<file path="src/rtl/uart_tx_arbiter.sv">
// Round-robin arbiter sharing one UART transmitter among NUM_REQ byte streams.
// Multi-byte packets hold the transmitter until their last byte or a lock timeout.
module uart_tx_arbiter #(
    parameter int NUM_REQ      = 4,
    parameter int LOCK_TIMEOUT = 1_000_000
) (
    input  logic                   i_clk,
    input  logic                   i_rst_n,
    input  logic [NUM_REQ-1:0]     i_req_valid,
    input  logic [8*NUM_REQ-1:0]   i_req_byte,
    input  logic [NUM_REQ-1:0]     i_req_last,
    output logic [NUM_REQ-1:0]     o_req_ready,
    output logic                   o_tx_dv,
    output logic [7:0]             o_tx_byte,
    input  logic                   i_tx_active,
    input  logic                   i_tx_done,
    output logic [NUM_REQ-1:0]     o_grant,
    output logic                   o_busy
);

    localparam int PTR_W = $clog2(NUM_REQ);
    localparam int CNT_W = (LOCK_TIMEOUT > 2) ? $clog2(LOCK_TIMEOUT) : 1;
    localparam logic [CNT_W-1:0] CNT_LAST = CNT_W'(LOCK_TIMEOUT - 1);
    localparam logic [PTR_W-1:0] PTR_INIT = PTR_W'(NUM_REQ - 1);
    localparam logic [PTR_W:0]   NUM_EXT  = (PTR_W+1)'(NUM_REQ);

    typedef enum logic [1:0] {
        IDLE,
        ISSUE,
        WAIT_DONE,
        HOLD
    } state_t;

    state_t             state;
    logic [PTR_W-1:0]   rr_ptr;
    logic               lock_n;
    logic [CNT_W-1:0]   hold_cnt;

    logic               win_found;
    logic [PTR_W-1:0]   win_idx;
    logic [NUM_REQ-1:0] win_onehot;
    logic [PTR_W-1:0]   sel_idx;
    logic [7:0]         sel_byte;
    logic               sel_last;
    logic               xfer;

    // Scan rr_ptr+1, rr_ptr+2, ... (wrapping) and take the first valid requester.
    always_comb begin
        logic [PTR_W:0] sum;
        logic [PTR_W-1:0] cand;
        win_found  = 1'b0;
        win_idx    = '0;
        win_onehot = '0;
        sum        = '0;
        cand       = '0;
        for (int k = 1; k <= NUM_REQ; k++) begin
            sum = {1'b0, rr_ptr} + (PTR_W+1)'(k);
            if (sum >= NUM_EXT) begin
                sum = sum - NUM_EXT;
            end
            cand = sum[PTR_W-1:0];
            if (!win_found && i_req_valid[cand]) begin
                win_found = 1'b1;
                win_idx   = cand;
            end
        end
        if (win_found) begin
            win_onehot[win_idx] = 1'b1;
        end
    end

    always_comb begin
        o_req_ready = '0;
        if (i_rst_n) begin
            case (state)
                IDLE:    o_req_ready = win_onehot;
                HOLD:    o_req_ready = o_grant;
                default: o_req_ready = '0;
            endcase
        end
    end

    // While a packet is locked, rr_ptr already names the owner.
    assign sel_idx  = (state == IDLE) ? win_idx : rr_ptr;
    assign sel_byte = i_req_byte[{sel_idx, 3'b000} +: 8];
    assign sel_last = i_req_last[sel_idx];
    assign xfer     = |(o_req_ready & i_req_valid);

    // The start pulse follows the transmitter's busy flag in the same cycle,
    // which is what gives a one-cycle transfer-to-pulse latency.
    assign o_tx_dv = (state == ISSUE) && !i_tx_active;
    assign o_busy  = (state != IDLE);

    always_ff @(posedge i_clk or negedge i_rst_n) begin
        if (!i_rst_n) begin
            state     <= IDLE;
            o_tx_byte <= 8'h00;
            o_grant   <= '0;
            rr_ptr    <= PTR_INIT;
            lock_n    <= 1'b0;
            hold_cnt  <= '0;
        end else begin
            case (state)
                IDLE: begin
                    if (xfer) begin
                        o_tx_byte <= sel_byte;
                        lock_n    <= !sel_last;
                        o_grant   <= win_onehot;
                        rr_ptr    <= win_idx;
                        state     <= ISSUE;
                    end
                end
                ISSUE: begin
                    if (!i_tx_active) begin
                        state <= WAIT_DONE;
                    end
                end
                WAIT_DONE: begin
                    if (i_tx_done) begin
                        if (lock_n) begin
                            hold_cnt <= '0;
                            state    <= HOLD;
                        end else begin
                            o_grant <= '0;
                            state   <= IDLE;
                        end
                    end
                end
                HOLD: begin
                    if (xfer) begin
                        o_tx_byte <= sel_byte;
                        lock_n    <= !sel_last;
                        state     <= ISSUE;
                    end else if (hold_cnt == CNT_LAST) begin
                        o_grant <= '0;
                        lock_n  <= 1'b0;
                        state   <= IDLE;
                    end else begin
                        hold_cnt <= hold_cnt + CNT_W'(1);
                    end
                end
                default: state <= IDLE;
            endcase
        end
    end

    // Structural invariants of the handshake and grant.
    a_ready_onehot: assert property (@(posedge i_clk) disable iff (!i_rst_n)
        $onehot0(o_req_ready));
    a_grant_onehot: assert property (@(posedge i_clk) disable iff (!i_rst_n)
        $onehot0(o_grant));
    a_dv_single: assert property (@(posedge i_clk) disable iff (!i_rst_n)
        o_tx_dv |=> !o_tx_dv);

endmodule

</file>
<file path="config.mk">
export PLATFORM = sky130hd
export DESIGN_NAME = uart_tx_arbiter
export DESIGN_NICKNAME = d
export VERILOG_FILES = /design/src/rtl/uart_tx_arbiter.sv
export SDC_FILE = /design/constraint.sdc
export NUM_CORES = 1
export LEC_CHECK = 0
export ABC_AREA = 1
export CAP_MARGIN = 10
export CORE_MARGIN = 2
export CORE_UTILIZATION = 30
export DETAILED_ROUTE_END_ITERATION = 8
export GPL_TIMING_DRIVEN = 0
export SLEW_MARGIN = 15
export SYNTH_ARGS = -nofsm -noshare
export SYNTH_HDL_FRONTEND = slang
export SYNTH_SLANG_ARGS = --single-unit
export TNS_END_PERCENT = 100
</file>
<file path="constraint.sdc">
create_clock -name i_clk -period 4.6 [get_ports i_clk]
set_input_delay 0.46 -clock i_clk [delete_from_list [all_inputs] [get_ports i_clk]]
set_output_delay 0.46 -clock i_clk [all_outputs]
set_load 0.02 [all_outputs]
</file>
==> results.py, run 1 <==
metrics = {
    "status": {
        "status": "finished clean",
    },
    "global_routing": {
        "grt_pass1_wl_um": 13700,
        "grt_pass1_vias": 3025,
        "busiest_layer": "met2",
        "grt-ovfl-total": 0,
        "grt_util_met2_pct": 26.4,
        "gr-usage-met3_pct": 3.02,
        "antenna_found_initial": 0,
        "use_met1_pct": 19.6,
        "grt_usage_pct": 15.3,
        "grt_max_degree": 21,
    },
    "yosys": {
        "post-synth-top-count-cell": "nand2_1",
        "ys_seq_area_share_pct": 31.3,
        "ys_top_cells_by_count": "151 x nand2_1, 44 x nor2_1, 37 x nand3_1, 35 x dfrtp_1, 34 x inv_1",
        "netlist_area_um2": 2970,
        "ys_seq_elements": 37,
        "synthTopCellsByArea": "dfrtp_1 29%, nand2_1 19%, nand3_1 6.2%",
        "synth_edf_count": 0,
        "async_reset_ff_share_pct": 100,
        "synth_nets": 496,
        "netlist.area_leader.share_pct": 29.5,
        "syn_avg_cell_area_um2": 6.65,
        "yosys.area.top_type": "dfrtp_1",
        "ys_dominant_reg_cell": "dfrtp_1",
        "postSynthCellCount": 447,
        "ys_types": 37,
        "yosys_warnings": 0,
    },
    "timing": {
        "setup_ws_ns": 1.46,
        "finalClockSkew_ns": 0.0116,
        "fin_tns_setup_ns": 0,
        "relSlewSlack_pct": 56.7,
        "tightest_slew_ns": 0.648,
        "rsz0062_at_grt": "false",
        "max_clock_freq_mhz": 319,
        "finalSetupViolCount": 0,
        "period_minus_slack_ns": 3.14,
        "finalCritPeriodShare_pct": 68.2,
        "slew_viol_final": 0,
        "hold_viol_final": 0,
    },
    "critical_path": {
        "worstPathArrival_ns": 2.68,
        "cp-end-kind": "output port",
        "crit_top_cell": "nand2_1",
        "crit_chain": "clkdlybuf4s50_1, inv_1, nand2_1, nand2_1, nand2_1, nand2_1, nand2_1, nand2_1, nand2_1, nand2_2, nor2_4, nand3_2, a21oi_1, clkdlybuf4s50_1",
        "critPathSlowestCell": "clkdlybuf4s50_1",
        "worstPathMaxFanout": 5,
        "slowest_delay_ns": 0.63,
        "critPathBufInv": 3,
        "crit_type": "in2out",
        "startpoint_type": "input pin",
        "path_delay_family": "buffers and inverters",
        "required_ns": 4.14,
    },
    "layout": {
        "nets": 565,
        "stdcell_area_um2": 3900,
        "area_growth_pct": 31.4,
        "final_util_pct": 40.3,
        "diodes": 0,
        "drive_gt1_share_pct": 10.8,
    },
    "place": {
        "io_buffers": 61,
        "hpwl_um": 6010,
        "place_area_um2": 3770,
        "gp_congestion": 0.847,
        "dp_slack_ns": 1.47,
    },
    "hold_path": {
        "min_path_type": "in2async",
    },
    "floorplan": {
        "boundaryPins": 62,
        "fp.dieH_um": 104,
        "placementRows": 36,
        "core_um2": 9680,
        "die-area_um2": 10700,
        "die_w_um": 104,
        "start_util_pct": 30.7,
    },
    "clocking": {
        "cts.sinks": 37,
        "cts.repair.resized": 0,
        "cts_root_buf": "clkbuf_8",
        "ctsHoldBuffers": 0,
        "cts_buffers": 5,
        "clk_latency_ns": 0.30,
        "cts_tree": "done",
        "post-cts-setup-buffer-count": 0,
        "clk_pin_slew_worst_paths_ns": 0.08,
        "clockBufferDepth": 2,
        "h-tree-depth": 2,
    },
    "flow_run": {
        "cap_violations": 0,
    },
    "detailed_routing": {
        "dr.pass1.iters": 4,
        "drc_errors": 0,
        "drt_iter0_markers": 147,
        "routed_wl_um": 7880,
        "ant_nets": 0,
        "vias": 3073,
        "avgRoutedWirePerCell_um": 12.1,
        "viasPerCell": 4.73,
    },
    "power": {
        "p_leak_uw": 0.00181,
        "peakVddDrop_mv": 0.262,
        "p_per_area_nw_per_um2": 653,
        "p_total_uw": 2550,
    },
}
power by group:
part	switching [uW]	internal [uW]	total [uW]
Combinational	1090	656	1750
Clock	124	216	339
Sequential	56.1	403	459
Total	1270	1270	2550
cell type report:
class | count | area (um^2)
buffer | 16 | 126
clock buffer | 5 | 68.8
clock inverter | 3 | 65.1
fill | 1019 | 5780
inverter | 39 | 146
multi-input combinational | 355 | 1770
sequential | 37 | 928
tap | 133 | 166
timing repair buffer | 62 | 633
stage by stage:
stage / std cells / hold WS [ns]
floorplan: 447 / 0.164
global placement: 641 / 0.464
detailed placement: 642 / 0.450
CTS: 650 / 0.122
global route: 650 / 0.142
finish: 650 / 0.109
kinds of logic after synthesis:
logic type	after synthesis	share of synthesized area, %
adders and majority gates	5	2.11
and+or+nand+nor	287	44.1
DFF	37	31.3
AOI/OAI and AO/OA	60	12.4
xor gates and xnor gates	3	0.885
buffers and inverters	55	9.18
placed cells by master, fill, tap and decap left out, drive strengths merged, types with 3 or more instances in the layout:
cell,netlist,layout
nand2,166,166
clkdlybuf4s50,0,60
nor2,50,50
nand3,42,42
inv,38,38
dfrtp,35,35
o21ai,25,25
a21oi,14,14
nor3,14,14
buf,11,13
clkbuf,5,10
nand4,8,8
o21a,8,8
o31ai,7,7
ha,5,5
nor4,3,3
per-layer routing:
metal / vias to the layer above / share of wire (%)
li1: 1596 / -
met5: - / 0
met1: 1408 / 47
met2: 65 / 48
met4: 0 / 0.70
met3: 4 / 4.2
flip-flops by register name (all words and copies together), names as in the netlist:
signal	flops
rr_ptr	2
o_grant	4
lock_n	1
hold_cnt	20
state	2
o_tx_byte	8
worst register-to-register path: stages, from the launching register on:
cell	delay (ns)
dfstp_2	0.55
inv_2	0.06
buf_6	0.14
nand2_1	0.05
nand2_1	0.08
nand2_1	0.06
nand2_1	0.08
nor2_4	0.14
nand2_2	0.07
nor2_4	0.13
nor2_4	0.09
o21ai_4	0.32
inv_2	0.19
buf_6	0.18
o21ai_1	0.13
o31ai_1	0.09
nand2_1	0.07
nand2_1	0.05
worst paths after layout:
kind | start | to | slack [ns] | cells after the start
setup / recovery | i_req_valid[2] | o_req_ready[3] | 1.46 | 14
hold / removal | i_rst_n | hold_cnt[16]$_DFFE_PN0P_ | 0.11 | 1
setup reg to reg | rr_ptr[0]$_DFFE_PN1P_ | o_tx_byte[6]$_DFFE_PN0P_ | 2.04 | 17
hold reg to reg | o_tx_byte[7]$_DFFE_PN0P_ | o_tx_byte[7]$_DFFE_PN0P_ | 0.48 | 2
max in group asynchronous | i_rst_n | hold_cnt[1]$_DFFE_PN0P_ | 4.02 | 2
min in group i_clk | o_tx_byte[7]$_DFFE_PN0P_ | o_tx_byte[7]$_DFFE_PN0P_ | 0.48 | 2
(Power assumes the default switching activity.)
==> run 2, diff against run 1 <==
clock period = 2.9 ns   (was 4.6 ns; I/O delays follow)
==> results.py, run 2 (synthesis results as in run 1) <==
metrics = {
    "layout": {
        "drive_gt1_share_pct": 10.8,
        "final_common_cell": "nand2_1",
        "multi_input_area_um2": 1770,
        "mostFrequentLayoutCells": "151 x nand2_1, 56 x clkdlybuf4s50_1, 44 x nor2_1, 37 x nand3_1, 35 x dfrtp_1",
        "fin_cells": 651,
        "nets": 566,
        "diodes": 0,
        "seq_area_um2": 928,
        "top_regs": "hold_cnt x20, o_tx_byte x8, o_grant x4",
        "area_growth_pct": 31.6,
        "largest_reg_flops": 20,
        "num-fill-cells": 1020,
        "largest_register": "hold_cnt",
    },
    "detailed_routing": {
        "drt_iter0_markers": 135,
        "drc_errors": 0,
        "ant_nets": 0,
        "route.met3.wl_um": 362,
        "viasPerCell": 4.73,
        "routed_wl_um": 7930,
        "dr.max_layer_used": "met4",
        "vias": 3079,
        "dr_wl_met2_um": 3780,
        "dr.pass1.iters": 4,
        "avgRoutedWirePerCell_um": 12.2,
        "met1_length_um": 3730,
    },
    "timing": {
        "rsz0062_at_grt": "false",
        "slew_viol_final": 0,
        "fin_tns_setup_ns": 0,
        "period_minus_slack_ns": 2.65,
        "max_clock_freq_mhz": 378,
        "finalCritPeriodShare_pct": 91.2,
        "finalSetupViolCount": 0,
        "hold_viol_final": 0,
        "relSlewSlack_pct": 56.7,
        "finalClockSkew_ns": 0.0120,
        "tightest_slew_ns": 0.649,
        "setup_ws_ns": 0.254,
    },
    "floorplan": {
        "die-area_um2": 10700,
        "start_util_pct": 30.7,
        "die_w_um": 104,
        "boundaryPins": 62,
        "core_um2": 9680,
        "placementRows": 36,
        "fp.dieH_um": 104,
    },
    "power": {
        "clkPwrFrac_pct": 13.4,
        "combPwrFrac_pct": 68.6,
        "p_leak_uw": 0.00183,
        "p_per_area_nw_per_um2": 1030,
        "p_sw_share_pct": 50.1,
        "p_int_uw": 2010,
        "power.net_switching_uw": 2020,
        "peakVddDrop_mv": 0.415,
        "pwr-share-seq_pct": 18.0,
    },
    "place": {
        "gp_congestion": 0.847,
        "io_buffers": 61,
        "dp_slack_ns": 0.108,
        "placed_cells": 642,
        "hpwl_um": 6010,
    },
    "global_routing": {
        "antenna_found_initial": 0,
        "grt_pass1_vias": 3033,
        "grt_pass1_wl_um": 13800,
        "grt-ovfl-total": 0,
        "grt_usage_pct": 15.3,
        "grt_max_degree": 21,
    },
    "clocking": {
        "cts_root_buf": "clkbuf_8",
        "clk_pin_slew_worst_paths_ns": 0.08,
        "clockBufferDepth": 2,
        "h-tree-depth": 2,
        "post-cts-setup-buffer-count": 0,
        "cts.sinks": 37,
        "cts_buffers": 5,
        "clk_latency_ns": 0.30,
        "cts_tree": "done",
    },
    "critical_path": {
        "startpoint_type": "register",
        "crit_top_cell": "nand2_1",
        "cp-end-kind": "output port",
        "slowest_delay_ns": 0.55,
        "critPathSlowestCell": "dfstp_2",
        "critPathBufInv": 3,
        "worstPathMaxFanout": 10,
        "required_ns": 2.61,
        "crit_type": "reg2out",
        "worstPathArrival_ns": 2.36,
        "path_delay_family": "simple AND/OR/NAND/NOR gates",
        "crit_chain": "inv_2, buf_6, nand2_1, nand2_1, nand2_1, nand2_1, nand2_1, nand2_1, nand2_1, nand2_2, nor2_4, nand3_2, a21oi_1, dlygate4sd2_1",
    },
    "status": {
        "status": "finished clean",
    },
    "hold_path": {
        "min_path_type": "in2async",
    },
    "flow_run": {
        "cap_violations": 0,
    },
}
[run 2: layout make-up]
class                           count  area share [%]
Clock inverter                      3            1.66
Sequential cell                    37            23.8
Inverter                           39            3.75
Timing Repair Buffer               63            16.3
Clock buffer                        5            1.76
Multi-Input combinational cell    355            45.3
Buffer                             16            3.23
Tap cell                          133            4.26
[run 2: layer usage]
metal	track usage (%)	vias to the layer above
met5	0	-
met2	26.5	63
li1	-	1597
met3	3.02	4
met1	19.6	1415
met4	4.05	0
[run 2: final timing paths]
path,from,endpoint,slack (ns),cells past startpoint
max in group asynchronous,i_rst_n,hold_cnt[1]$_DFFE_PN0P_,1.95,3
min reg2reg,o_tx_byte[7]$_DFFE_PN0P_,o_tx_byte[7]$_DFFE_PN0P_,0.48,2
min in group i_clk,o_tx_byte[7]$_DFFE_PN0P_,o_tx_byte[7]$_DFFE_PN0P_,0.48,2
max,rr_ptr[0]$_DFFE_PN1P_,o_req_ready[3],0.25,14
min,i_rst_n,hold_cnt[16]$_DFFE_PN0P_,0.48,2
max reg2reg,rr_ptr[0]$_DFFE_PN1P_,o_tx_byte[6]$_DFFE_PN0P_,0.34,17
[run 2: what timing repair did]
action | CTS | global route
endpoints found under the setup margin | 4 | 0
gates resized for setup | 4 | 0
hold endpoints to repair | 15 | 0
hold buffers | 1 | 0
[run 2: power groups by stage]
stage | registers [uW] | clock network (uW) | logic [uW]
2_1_floorplan | 802 | 0 | 1970
3_3_place_gp | 735 | 0 | 2740
3_5_place_dp | 738 | 0 | 2780
4_1_cts | 729 | 556 | 2780
5_1_grt | 743 | 577 | 3060
6_report | 728 | 539 | 2770
[run 2: per-stage QoR]
step           instance area (um^2)  power [uW]  utilization, %  hold slack [ns]
2_1_floorplan                  2970        2770               -         -0.00559
3_3_place_gp                   3750        3480            38.7            0.464
3_5_place_dp                   3770        3520            38.9            0.280
4_1_cts                        3910        4070            40.4            0.487
5_1_grt                        3910        4380            40.4            0.518
6_report                       3910        4030            40.4            0.475
